`src/rtl/uarch_clr_sequencer_pkg.sv`:
```
// Shared definitions for the microarchitectural clear sequencer.
// Holds the sequencer state encoding, the default clear and settle lengths
// (so the flush controller and the sequencer agree), and a counter-width helper.
package uarch_clr_sequencer_pkg;

    typedef enum logic [2:0] {
        IDLE   = 3'd0,
        DRAIN  = 3'd1,
        CLEAR  = 3'd2,
        SETTLE = 3'd3,
        DONE   = 3'd4
    } uarch_clr_state_e;

    localparam int UARCH_CLR_CYCLES = 16;
    localparam int UARCH_CLR_SETTLE = 4;

    // Width needed to hold 0..max_count, never narrower than one bit.
    function automatic int cnt_width(input int max_count);
        return (max_count < 1) ? 1 : $clog2(max_count + 1);
    endfunction

endpackage

```
`src/rtl/uarch_clr_next_idx.sv`:
```
// Next-set-bit search.
// Returns the lowest set bit of mask_i strictly above cur_i.
//   mask_i  : domain mask to search
//   cur_i   : current domain index
//   nxt_o   : lowest set index above cur_i (0 when none)
//   valid_o : a set bit above cur_i exists
module uarch_clr_next_idx #(
    parameter int N  = 4,
    parameter int IW = 2
) (
    input  logic [N-1:0]  mask_i,
    input  logic [IW-1:0] cur_i,
    output logic [IW-1:0] nxt_o,
    output logic          valid_o
);

    // Priority search from low to high; the first hit locks out later ones.
    always_comb begin
        logic hit;
        nxt_o   = '0;
        valid_o = 1'b0;
        hit     = 1'b0;
        for (int i = 0; i < N; i++) begin
            hit     = mask_i[i] & (i > int'(cur_i)) & ~valid_o;
            nxt_o   = hit ? IW'(i) : nxt_o;
            valid_o = valid_o | hit;
        end
    end

endmodule

```
`src/rtl/uarch_clr_sequencer.sv`:
```
// Microarchitectural clear sequencer run after fence.t.
// On start it waits for the selected domains to drain, pulses each selected
// domain's clear for CLR_CYCLES in ascending order, settles, then signals done.
//   clk_i, rst_ni  : clock, asynchronous active-low reset
//   start_i        : start request (accepted only in IDLE)
//   clr_mask_i     : domains to clear, captured with start_i
//   domain_idle_i  : per-domain drained indication
//   pad_zero_i     : fence.t pad counter expired
//   clr_o          : one-hot per-domain clear
//   busy_o         : sequence in progress
//   done_o         : one-cycle completion pulse
//   timeout_o      : sticky, last drain ended by timeout
//   overrun_o      : start_i seen while busy (request dropped)
module uarch_clr_sequencer
    import uarch_clr_sequencer_pkg::*;
#(
    parameter int NUM_DOMAINS   = 4,
    parameter int CLR_CYCLES    = UARCH_CLR_CYCLES,
    parameter int SETTLE_CYCLES = UARCH_CLR_SETTLE,
    parameter int DRAIN_TIMEOUT = 1024
) (
    input  logic                   clk_i,
    input  logic                   rst_ni,
    input  logic                   start_i,
    input  logic [NUM_DOMAINS-1:0] clr_mask_i,
    input  logic [NUM_DOMAINS-1:0] domain_idle_i,
    input  logic                   pad_zero_i,
    output logic [NUM_DOMAINS-1:0] clr_o,
    output logic                   busy_o,
    output logic                   done_o,
    output logic                   timeout_o,
    output logic                   overrun_o
);

    localparam int IW = (NUM_DOMAINS > 1) ? $clog2(NUM_DOMAINS) : 1;
    localparam int DW = cnt_width(DRAIN_TIMEOUT);
    localparam int CW = cnt_width(CLR_CYCLES);
    localparam int SW = cnt_width(SETTLE_CYCLES);

    localparam logic [DW-1:0] DRAIN_LAST  = DW'(DRAIN_TIMEOUT - 1);
    localparam logic [CW-1:0] CLR_LAST    = CW'(CLR_CYCLES - 1);
    localparam logic [SW-1:0] SETTLE_LAST = SW'((SETTLE_CYCLES > 0) ? SETTLE_CYCLES - 1 : 0);
    // A zero-length settle skips SETTLE entirely.
    localparam uarch_clr_state_e AFTER_CLEAR = (SETTLE_CYCLES > 0) ? SETTLE : DONE;

    uarch_clr_state_e       state_q, state_d;
    logic [NUM_DOMAINS-1:0] mask_q, mask_d;
    logic [IW-1:0]          idx_q, idx_d;
    logic [DW-1:0]          drain_cnt_q, drain_cnt_d;
    logic [CW-1:0]          clr_cnt_q, clr_cnt_d;
    logic [SW-1:0]          settle_cnt_q, settle_cnt_d;
    logic                   timeout_q, timeout_d;

    logic [IW-1:0]          nxt_idx_s;
    logic                   nxt_valid_s;
    logic                   ready_s;
    logic                   timeout_now_s;
    logic                   first_valid_s;
    logic [IW-1:0]          first_idx_s;
    logic                   busy_s;

    // idx_q sits at 0 outside CLEAR, so the same search also finds the first
    // domain once bit 0 is handled separately.
    uarch_clr_next_idx #(
        .N  (NUM_DOMAINS),
        .IW (IW)
    ) u_next_idx (
        .mask_i  (mask_q),
        .cur_i   (idx_q),
        .nxt_o   (nxt_idx_s),
        .valid_o (nxt_valid_s)
    );

    // Next-state, counter updates and output decode.
    always_comb begin
        state_d      = state_q;
        mask_d       = mask_q;
        idx_d        = idx_q;
        drain_cnt_d  = drain_cnt_q;
        clr_cnt_d    = clr_cnt_q;
        settle_cnt_d = settle_cnt_q;
        timeout_d    = timeout_q;

        ready_s       = (&(domain_idle_i | ~mask_q)) & pad_zero_i;
        timeout_now_s = (state_q == DRAIN) & ~ready_s & (drain_cnt_q == DRAIN_LAST);
        first_valid_s = mask_q[0] | nxt_valid_s;
        first_idx_s   = mask_q[0] ? '0 : nxt_idx_s;

        case (state_q)
            DRAIN: begin
                if (ready_s || timeout_now_s) begin
                    drain_cnt_d = '0;
                    timeout_d   = timeout_q | timeout_now_s;
                    if (first_valid_s) begin
                        state_d = CLEAR;
                        idx_d   = first_idx_s;
                    end else begin
                        state_d = AFTER_CLEAR;
                    end
                end else begin
                    drain_cnt_d = drain_cnt_q + DW'(1);
                end
            end
            CLEAR: begin
                if (clr_cnt_q == CLR_LAST) begin
                    clr_cnt_d = '0;
                    if (nxt_valid_s) begin
                        idx_d = nxt_idx_s;
                    end else begin
                        idx_d   = '0;
                        state_d = AFTER_CLEAR;
                    end
                end else begin
                    clr_cnt_d = clr_cnt_q + CW'(1);
                end
            end
            SETTLE: begin
                if (settle_cnt_q == SETTLE_LAST) begin
                    settle_cnt_d = '0;
                    state_d      = DONE;
                end else begin
                    settle_cnt_d = settle_cnt_q + SW'(1);
                end
            end
            DONE: begin
                state_d = IDLE;
                mask_d  = '0;
                idx_d   = '0;
            end
            // IDLE and any unknown encoding behave identically.
            default: begin
                if (start_i) begin
                    state_d   = DRAIN;
                    mask_d    = clr_mask_i;
                    timeout_d = 1'b0;
                end else begin
                    state_d = IDLE;
                end
            end
        endcase

        busy_s = (state_q == DRAIN) | (state_q == CLEAR) |
                 (state_q == SETTLE) | (state_q == DONE);

        clr_o = '0;
        for (int i = 0; i < NUM_DOMAINS; i++) begin
            clr_o[i] = (state_q == CLEAR) & (idx_q == IW'(i));
        end
        busy_o    = busy_s;
        done_o    = (state_q == DONE);
        timeout_o = timeout_q | timeout_now_s;
        overrun_o = busy_s & start_i;
    end

    // State and counter registers.
    always_ff @(posedge clk_i or negedge rst_ni) begin
        if (!rst_ni) begin
            state_q      <= IDLE;
            mask_q       <= '0;
            idx_q        <= '0;
            drain_cnt_q  <= '0;
            clr_cnt_q    <= '0;
            settle_cnt_q <= '0;
            timeout_q    <= 1'b0;
        end else begin
            state_q      <= state_d;
            mask_q       <= mask_d;
            idx_q        <= idx_d;
            drain_cnt_q  <= drain_cnt_d;
            clr_cnt_q    <= clr_cnt_d;
            settle_cnt_q <= settle_cnt_d;
            timeout_q    <= timeout_d;
        end
    end

endmodule

```
`config.mk`:
```
export PLATFORM = sky130hd
export DESIGN_NAME = uarch_clr_sequencer
export DESIGN_NICKNAME = d
export VERILOG_FILES = /design/src/rtl/uarch_clr_sequencer_pkg.sv /design/src/rtl/uarch_clr_next_idx.sv /design/src/rtl/uarch_clr_sequencer.sv
export SDC_FILE = /design/constraint.sdc
export NUM_CORES = 1
export LEC_CHECK = 0
export CAP_MARGIN = 20
export CORE_ASPECT_RATIO = 2
export CORE_UTILIZATION = 40
export DETAILED_ROUTE_END_ITERATION = 10
export PLACE_DENSITY = 0.67
export SLEW_MARGIN = 20
export SYNTH_ARGS = -nofsm -noshare
export SYNTH_HDL_FRONTEND = slang
export SYNTH_SLANG_ARGS = --single-unit
```
`constraint.sdc`:
```
create_clock -name clk_i -period 3.9 [get_ports clk_i]
set_clock_uncertainty 0.05 [all_clocks]
set_input_delay 0.78 -clock clk_i [delete_from_list [all_inputs] [get_ports clk_i]]
set_output_delay 0.78 -clock clk_i [all_outputs]
set_load 0.1 [all_outputs]
```
==> results of run 1 <==
[metrics by stage]
step	total power (W)	hold WS, ns	area [um^2]
3_5_place_dp	0.00126	0.436	1910
6_report	0.00147	0.439	1990
2_1_floorplan	0.00110	0.404	1690
5_1_grt	0.00158	0.474	1990
4_1_cts	0.00148	0.449	1990
3_3_place_gp	0.00125	0.417	1910
[layout by cell type, fill, tap and decap left out, types with 2 or more instances in the layout]
cell / synthesis / final
mux2i_1: 2 / 2
and3_1: 4 / 4
and2_1: 3 / 3
a21oi_1: 5 / 5
o21a_1: 4 / 4
dfrtp_1: 29 / 29
and4b_1: 2 / 2
or3_1: 2 / 2
ha_1: 3 / 3
nor2b_1: 9 / 9
nor3_1: 7 / 7
a2111oi_0: 2 / 2
nand2_1: 23 / 23
nand2b_1: 4 / 4
clkdlybuf4s50_1: 0 / 11
nand3_1: 8 / 8
inv_1: 6 / 6
nor3b_1: 2 / 2
o221a_2: 4 / 4
a31oi_1: 7 / 7
a22oi_1: 2 / 2
o21ai_0: 18 / 17
nor2_1: 10 / 10
buf_4: 0 / 8
clkbuf_8: 0 / 5
[cells in the mapped netlist, types with 2 or more instances]
cell type / n
dfrtp_1: 29
nand2_1: 23
o21ai_0: 18
nor2_1: 10
nor2b_1: 9
nand3_1: 8
a31oi_1: 7
nor3_1: 7
inv_1: 6
a21oi_1: 5
and3_1: 4
nand2b_1: 4
o21a_1: 4
o221a_2: 4
and2_1: 3
clkbuf_1: 3
ha_1: 3
a2111oi_0: 2
a22oi_1: 2
and4b_1: 2
buf_6: 2
mux2i_1: 2
nor3b_1: 2
or3_1: 2
xnor2_1: 2
[area by class of cell]
class	count	share of cell area, %
Inverter	7	1.45
Multi-Input combinational cell	143	45.4
Clock inverter	1	0.252
Timing Repair Buffer	20	9.58
Clock buffer	5	3.47
Tap cell	52	3.28
Sequential cell	29	36.5
[logic make-up after synthesis]
logic type,count (synthesis),share of synthesized area (%)
xor+xnor,3,1.56
compound gates,55,22.9
flops,29,43.1
buf+inv,12,3.72
mux,3,1.86
fa+ha+maj,3,2.23
simple gates,79,24.6
[worst paths after layout]
| path | to | slack, ns | from | cells after the start |
|---|---|---|---|---|
| max | timeout_o | 0.72 | drain_cnt_q[0] | 6 |
| min | settle_cnt_q[1] | 0.44 | settle_cnt_q[1] | 2 |
| max reg2reg | timeout_q | 1.53 | drain_cnt_q[0] | 6 |
| min reg2reg | settle_cnt_q[1] | 0.44 | settle_cnt_q[1] | 2 |
| max in group asynchronous | drain_cnt_q[9] | 2.69 | rst_ni | 2 |
| min in group asynchronous | drain_cnt_q[0] | 0.84 | rst_ni | 2 |
[routing by layer]
layer / wire (um) / part of all wire, % / up-vias
met5: 0 / 0 / -
met4: 42 / 1.1 / 0
met3: 49 / 1.3 / 2
met2: 2160 / 59 / 15
met1: 1420 / 39 / 700
li1: - / - / 720
[state kept, by name (all words and copies together) (netlist names)]
signal        flops
idx_q             2
timeout_q         1
settle_cnt_q      3
clr_cnt_q         5
state_q           3
mask_q            4
drain_cnt_q      11
[where the power goes]
part	switching (W)	total, W	internal [W]
combinational	0.000451	0.000718	0.000268
sequential	0.000131	0.000531	0.000400
clock	0.000105	0.000222	0.000117
[worst max-delay path: cells and delay by family, from the launching register on]
kind                     cells  cell delay, ns
AO/OA/AOI/OAI                1            0.38
AND/OR/NAND/NOR              3            0.84
adder cells (fa/ha/maj)      1            0.23
flip-flops                   1            0.39
buffers and inverters        1            0.22
==> results.ini, run 1 <==
[yosys]
yosysWarnings=0
yosysSeqAreaShare_pct=43.1
syn_inst=184
ys.flop_type=dfrtp_1
yosysTopAreaCell=dfrtp_1
synthTopCellsByArea=dfrtp_1 43%, o21ai_0 5.4%, nand2_1 5.1%
synth_nets=199
ys_ff_latch=29
synth-async-reset-ratio_pct=100
avgSynthCellArea_um2=9.15
synth_edf_count=0
synth_top_area_share_pct=43.1
synth_area_um2=1680
synth_cell_types=46

[setup_path]
endpoint_kind=primary output
critPathMaxFanout=8
arrival_ns=2.35
worst-endpoint-required_ns=3.07
path_class=flop to primary output
cp-start-kind=flop
worst_path_max_delay_cell=dfrtp_1
slowest_delay_ns=0.39
crit_chain=ha_1, nand2_1, nor3_2, nand4b_1, o21ai_1, buf_12

[cells_and_area]
multi_input_area_um2=902
instances_no_fill=257
drive_above_1_share_pct=12.7
n_antenna_cell=0
final_nets=221
fill_cells=420
areaGrowthSynthToFinish_pct=18.0
utilization_pct=49.1
seq_area_um2=726

[placed_design]
dp_hpwl_um=2800
portBuffers=19
dpl.cell_count=251
dp_worst_setup_slack_ns=0.843
place_congestion=0.858

[hold_path]
min_path_type=flop to flop

[global_routing]
grt_max_degree=30
antenna_found_initial=0
met2_usage_pct=34.8
grt-ovfl-total=0
grtUsageTotal_pct=18.9
busiest_layer=met2
grt_pass1_wl_um=5990
first_global_vias=1373
grtUsageMet1_pct=18.5
grt_use_met3_pct=4.04

[floorplan]
core-area_um2=4050
rows=33
die_area_um2=4490
die_x_um=47.9
num_io_pins=20
initial_core_util_pct=41.6
die_h_um=93.7

[clock_network]
h-tree-depth=2
cts_tree=done
cts_setup_buffers=0
clk_latency_ns=0.28
cts-resized-gates=0
clk_pin_slew_ns=0.06
clock-sinks=29
postCtsHoldBufs=0
cts-root-buf=clkbuf_8
clock_path_buffers=2
numCtsBuffers=5

[run]
cap_violations=0

[route]
vias_per_cell=5.59
finalWirelength_um=3670
drc=0
antenna_left=0
drt_iter0_markers=34
drt-wirelength-per-cell_um=14.3
drtPass1Iterations=4
vias=1437

[run_status]
outcome=complete, no violations

[timing]
timing.final.crit_share_pct=81.4
fmax_mhz=315
post-route-min-period_ns=3.18
drv_slew=0
hold_viol_final=0
setup_viol=0
rsz0062_at_grt=false
slew_headroom_pct=41.6
layout_setup_ws_ns=0.724
setup_tns_ns=0
tightestPinTransition_ns=0.870

[pwr]
p_leak_nw=0.834
peakVddDrop_mv=0.468
p_per_area_nw_per_um2=741

No activity file was read; power rests on OpenSTA's default activity.
==> inputs of run 2 (changes only) <==
- PLACE_DENSITY: 0.67 -> 0.7
- clock period: 3.9 -> 2.7 ns (I/O delays scaled with it)
==> results.ini, run 2 (synthesis results as in run 1) <==
[clock_network]
cts-root-buf=clkbuf_8
postCtsHoldBufs=0
clock_path_buffers=2
clk_latency_ns=0.28
clk_pin_slew_ns=0.06
clock-sinks=29
h-tree-depth=2
numCtsBuffers=5
cts_tree=done

[route]
drtPass1Iterations=4
drc=0
antenna_left=0
vias=1514
vias_per_cell=5.78
drt-wirelength-per-cell_um=14.8
drt_iter0_markers=38
finalWirelength_um=3880

[cells_and_area]
n_antenna_cell=0
largest_register=drain_cnt_q
instances_no_fill=262
areaGrowthSynthToFinish_pct=27.4
fill_cells=405
final_nets=225
largest_register_ffs=11
layout_common_cells=29 x dfrtp_1, 23 x nand2_1, 17 x o21ai_0
top_regs=drain_cnt_q: 11 flops, clr_cnt_q: 5 flops, mask_q: 4 flops
layout_commonest_cell=dfrtp_1
drive_above_1_share_pct=16.2

[setup_path]
timing.critical_path.from=drain_cnt_q[0]
cp-start-kind=flop
path_class=flop to primary output
r2r-start=drain_cnt_q[0]
worst-endpoint-required_ns=2.11
rr_worst_depth=7
rr_endpoint=timeout_q
arrival_ns=1.99
endpoint_kind=primary output
regToRegSetupSlack_ns=0.33
critPathMaxFanout=5
cp-endpoint=timeout_o

[timing]
layout_setup_ws_ns=0.120
drv_slew=0
rsz0062_at_grt=false
holdWs_ns=0.444
fmax_mhz=388
setup_viol=0
post-route-min-period_ns=2.58
setup_tns_ns=0
slew_headroom_pct=61.3
hold_viol_final=0
tightestPinTransition_ns=0.567
timing.final.crit_share_pct=95.5

[pwr]
p_leak_nw=0.903
share_comb_of_total_power_pct=51.6
power_switching_w=0.00103
p_per_area_nw_per_um2=1070
clkPwrFrac_pct=15.4
switching_share_pct=44.7
p_int_w=0.00127
peakVddDrop_mv=0.777
seqPwrFrac_pct=33.0

[floorplan]
rows=33
die_h_um=93.7
num_io_pins=20
initial_core_util_pct=41.6
core-area_um2=4050
die_area_um2=4490
die_x_um=47.9

[placed_design]
dp_worst_setup_slack_ns=0.183
place_congestion=0.839
dp_hpwl_um=2890
dpl.cell_count=255
portBuffers=19

[global_routing]
grt_pass1_wl_um=6440
grt-ovfl-total=0
grtUsageTotal_pct=20.0
antenna_found_initial=0
first_global_vias=1516
grt_max_degree=30

[run]
cap_violations=0

[hold_path]
holdPathStages=1
min_path_type=flop to flop

[run_status]
outcome=complete, no violations

run 2: cell type report:
cell class / instances / area (um^2) / share of cell area (%)
tap: 52 / 65.1 / 3.04
inverter: 7 / 28.8 / 1.34
timing repair buffer: 24 / 308 / 14.4
sequential: 29 / 726 / 33.9
multi-input combinational: 143 / 930 / 43.4
clock buffer: 7 / 86.3 / 4.03
run 2: worst min path at each step:
| stage | startpoint | slack [ns] | endpoint |
|---|---|---|---|
| after floorplan | rst_ni | 0.19 | clr_cnt_q[0] |
| after global placement | settle_cnt_q[1] | 0.43 | settle_cnt_q[1] |
| after detailed placement | drain_cnt_q[10] | 0.44 | drain_cnt_q[10] |
| after CTS | settle_cnt_q[2] | 0.45 | settle_cnt_q[2] |
| after global routing | settle_cnt_q[2] | 0.47 | settle_cnt_q[2] |
| final | settle_cnt_q[0] | 0.44 | settle_cnt_q[0] |
run 2: worst max-delay path: stages, from the launching register on:
cell      delay [ns]
dfrtp_1         0.39
ha_1            0.26
nand2_1         0.15
nor3_4          0.28
nand4b_1        0.20
o21ai_2         0.23
buf_12          0.20
run 2: power groups by stage:
| stage | sequential [W] | combinational, W | clock, W |
|---|---|---|---|
| 6_report | 0.000758 | 0.00118 | 0.000355 |
| 5_1_grt | 0.000781 | 0.00130 | 0.000380 |
| 4_1_cts | 0.000758 | 0.00120 | 0.000366 |
| 3_5_place_dp | 0.000765 | 0.00119 | 0 |
| 3_3_place_gp | 0.000759 | 0.00117 | 0 |
| 2_1_floorplan | 0.000695 | 0.000916 | 0 |
run 2: per-layer routing:
metal	global-route usage, %	part of all wire (%)	wire length (um)	vias to the layer above
met5	0	0	0	-
met4	8.56	2.7	103	0
met3	4.42	2.5	96	15
met2	36.3	57	2220	31
met1	20.0	38	1460	739
li1	-	-	-	729
run 2: metrics by stage:
step | utilization (%) | total power [W] | instance area [um^2]
6_report | 53.0 | 0.00230 | 2140
2_1_floorplan | - | 0.00161 | 1710
5_1_grt | 53.0 | 0.00246 | 2140
3_3_place_gp | 50.7 | 0.00193 | 2050
4_1_cts | 52.8 | 0.00232 | 2140
3_5_place_dp | 50.7 | 0.00195 | 2050
run 2: what timing repair did:
| item | in CTS | in global routing |
|---|---|---|
| setup buffers | 0 | 0 |
| gates resized for setup | 0 | 1 |
| endpoints found under the setup margin | 0 | 1 |
==> inputs of run 3 (changes only) <==
- PLACE_DENSITY: 0.7 -> unset
- PLACE_DENSITY_LB_ADDON: unset -> 0.12
==> results.ini, run 3 (synthesis results as in run 1) <==
[run_status]
outcome=complete, no violations

[setup_path]
cp-start-kind=input pin
path_class=input pin to primary output
critPathMaxFanout=7
worst-endpoint-required_ns=2.11
r2r-start=drain_cnt_q[0]
timing.critical_path.from=domain_idle_i[1]
endpoint_kind=primary output
arrival_ns=1.96

[timing]
tightestPinTransition_ns=0.498
post-route-min-period_ns=2.55
drv_slew=0
fmax_mhz=392
timing.final.crit_share_pct=94.5
rsz0062_at_grt=false
hold_viol_final=0
setup_viol=0
slew_headroom_pct=66.0

[cells_and_area]
layout_common_cells=28 x dfrtp_1, 23 x nand2_1, 17 x o21ai_0
n_antenna_cell=0
final_nets=227
drive_above_1_share_pct=18.8
utilization_pct=53.6
top_regs=drain_cnt_q: 11 flops, clr_cnt_q: 5 flops, mask_q: 4 flops
largest_register=drain_cnt_q
largest_register_ffs=11
fill_cells=392
areaGrowthSynthToFinish_pct=29.0
layout_commonest_cell=dfrtp_1

[route]
drtPass1Iterations=4
vias_per_cell=5.63
drt-wirelength-per-cell_um=15.1
drt_iter0_markers=34
vias=1492
antenna_left=0
drc=0
finalWirelength_um=4010

[floorplan]
core-area_um2=4050
initial_core_util_pct=41.6
rows=33
num_io_pins=20
die_h_um=93.7
die_x_um=47.9
die_area_um2=4490

[clock_network]
postCtsHoldBufs=0
clk_pin_slew_ns=0.06
clk_latency_ns=0.28
numCtsBuffers=5
cts-root-buf=clkbuf_8
clock_path_buffers=2
h-tree-depth=2
cts_tree=done
clock-sinks=29

[hold_path]
min_path_type=flop to flop
holdCritStartpoint=settle_cnt_q[1]

[pwr]
total_power_w=0.00237
p_per_area_nw_per_um2=1090
p_leak_nw=0.906
peakVddDrop_mv=0.799

[global_routing]
grt_max_degree=30
grt_pass1_wl_um=6820
antenna_found_initial=0
grt-ovfl-total=0
first_global_vias=1508
grtUsageTotal_pct=21.4

[placed_design]
dp_hpwl_um=3010
place_congestion=0.848
portBuffers=19

[run]
cap_violations=0

## run 3: cell types whose count changed in the layout (fill, tap and decap cells not counted)
cell / before / now
nor3_4: 1 / 0
clkbuf_1: 1 / 0
nor3_2: 0 / 1
clkinv_2: 0 / 1
dfrtp_1: 29 / 28
nor2b_1: 9 / 8
nor2b_2: 0 / 1
clkbuf_8: 6 / 7
buf_4: 5 / 7
dfrtp_2: 0 / 1
## run 3: layout make-up
cell class / instances / area [um^2] / share of cell area, %
sequential: 29 / 727 / 33.5
multi-input combinational: 143 / 926 / 42.7
clock inverter: 1 / 5.00 / 0.231
clock buffer: 7 / 96.3 / 4.44
tap: 52 / 65.1 / 3.00
inverter: 7 / 28.8 / 1.33
timing repair buffer: 26 / 323 / 14.9
## run 3: through the flow
step,setup WS [ns],hold WS (ns),setup TNS (ns),area (um^2),cells
finish,0.148,0.446,0,2170,265
floorplan,-0.846,0.194,-1.69,1710,184
global route,0.0280,0.477,0,2170,265
global placement,0.192,0.419,0,2070,257
CTS,0.0631,0.456,0,2170,265
detailed placement,0.159,0.442,0,2070,257
## run 3: power breakdown
part	internal (W)	switching (W)	total, W	leakage [nW]
combinational	0.000510	0.000705	0.00121	0.481
sequential	0.000580	0.000179	0.000759	0.371
clock	0.000230	0.000166	0.000396	0.0542
## run 3: routing by layer
layer	wire (um)	vias to the layer above	track usage, %
met1	1530	710	22.0
met4	195	0	13.9
met5	0	-	0
met2	2190	31	36.5
li1	-	736	-
met3	100	15	3.46
## run 3: worst max-delay path: stages
cell	delay, ns
clkdlybuf4s50_1	0.39
nand2b_1	0.14
o2111a_1	0.20
a21o_4	0.27
o21ai_2	0.22
buf_12	0.21
## run 3: path summary, 6_finish.rpt
check                                  end  slack, ns  depth (start not counted)
min in group asynchronous   drain_cnt_q[4]       0.59                          2
hold / removal             settle_cnt_q[1]       0.45                          2
max in group asynchronous       state_q[0]       1.71                          2
hold reg to reg            settle_cnt_q[1]       0.45                          2
setup reg to reg                 timeout_q       0.48                          7
setup / recovery                 timeout_o       0.15                          6
## run 3: repair_timing
action | CTS | global route
setup endpoints to repair | 0 | 3
gates resized for setup | 0 | 2
buffers inserted | 0 | 0
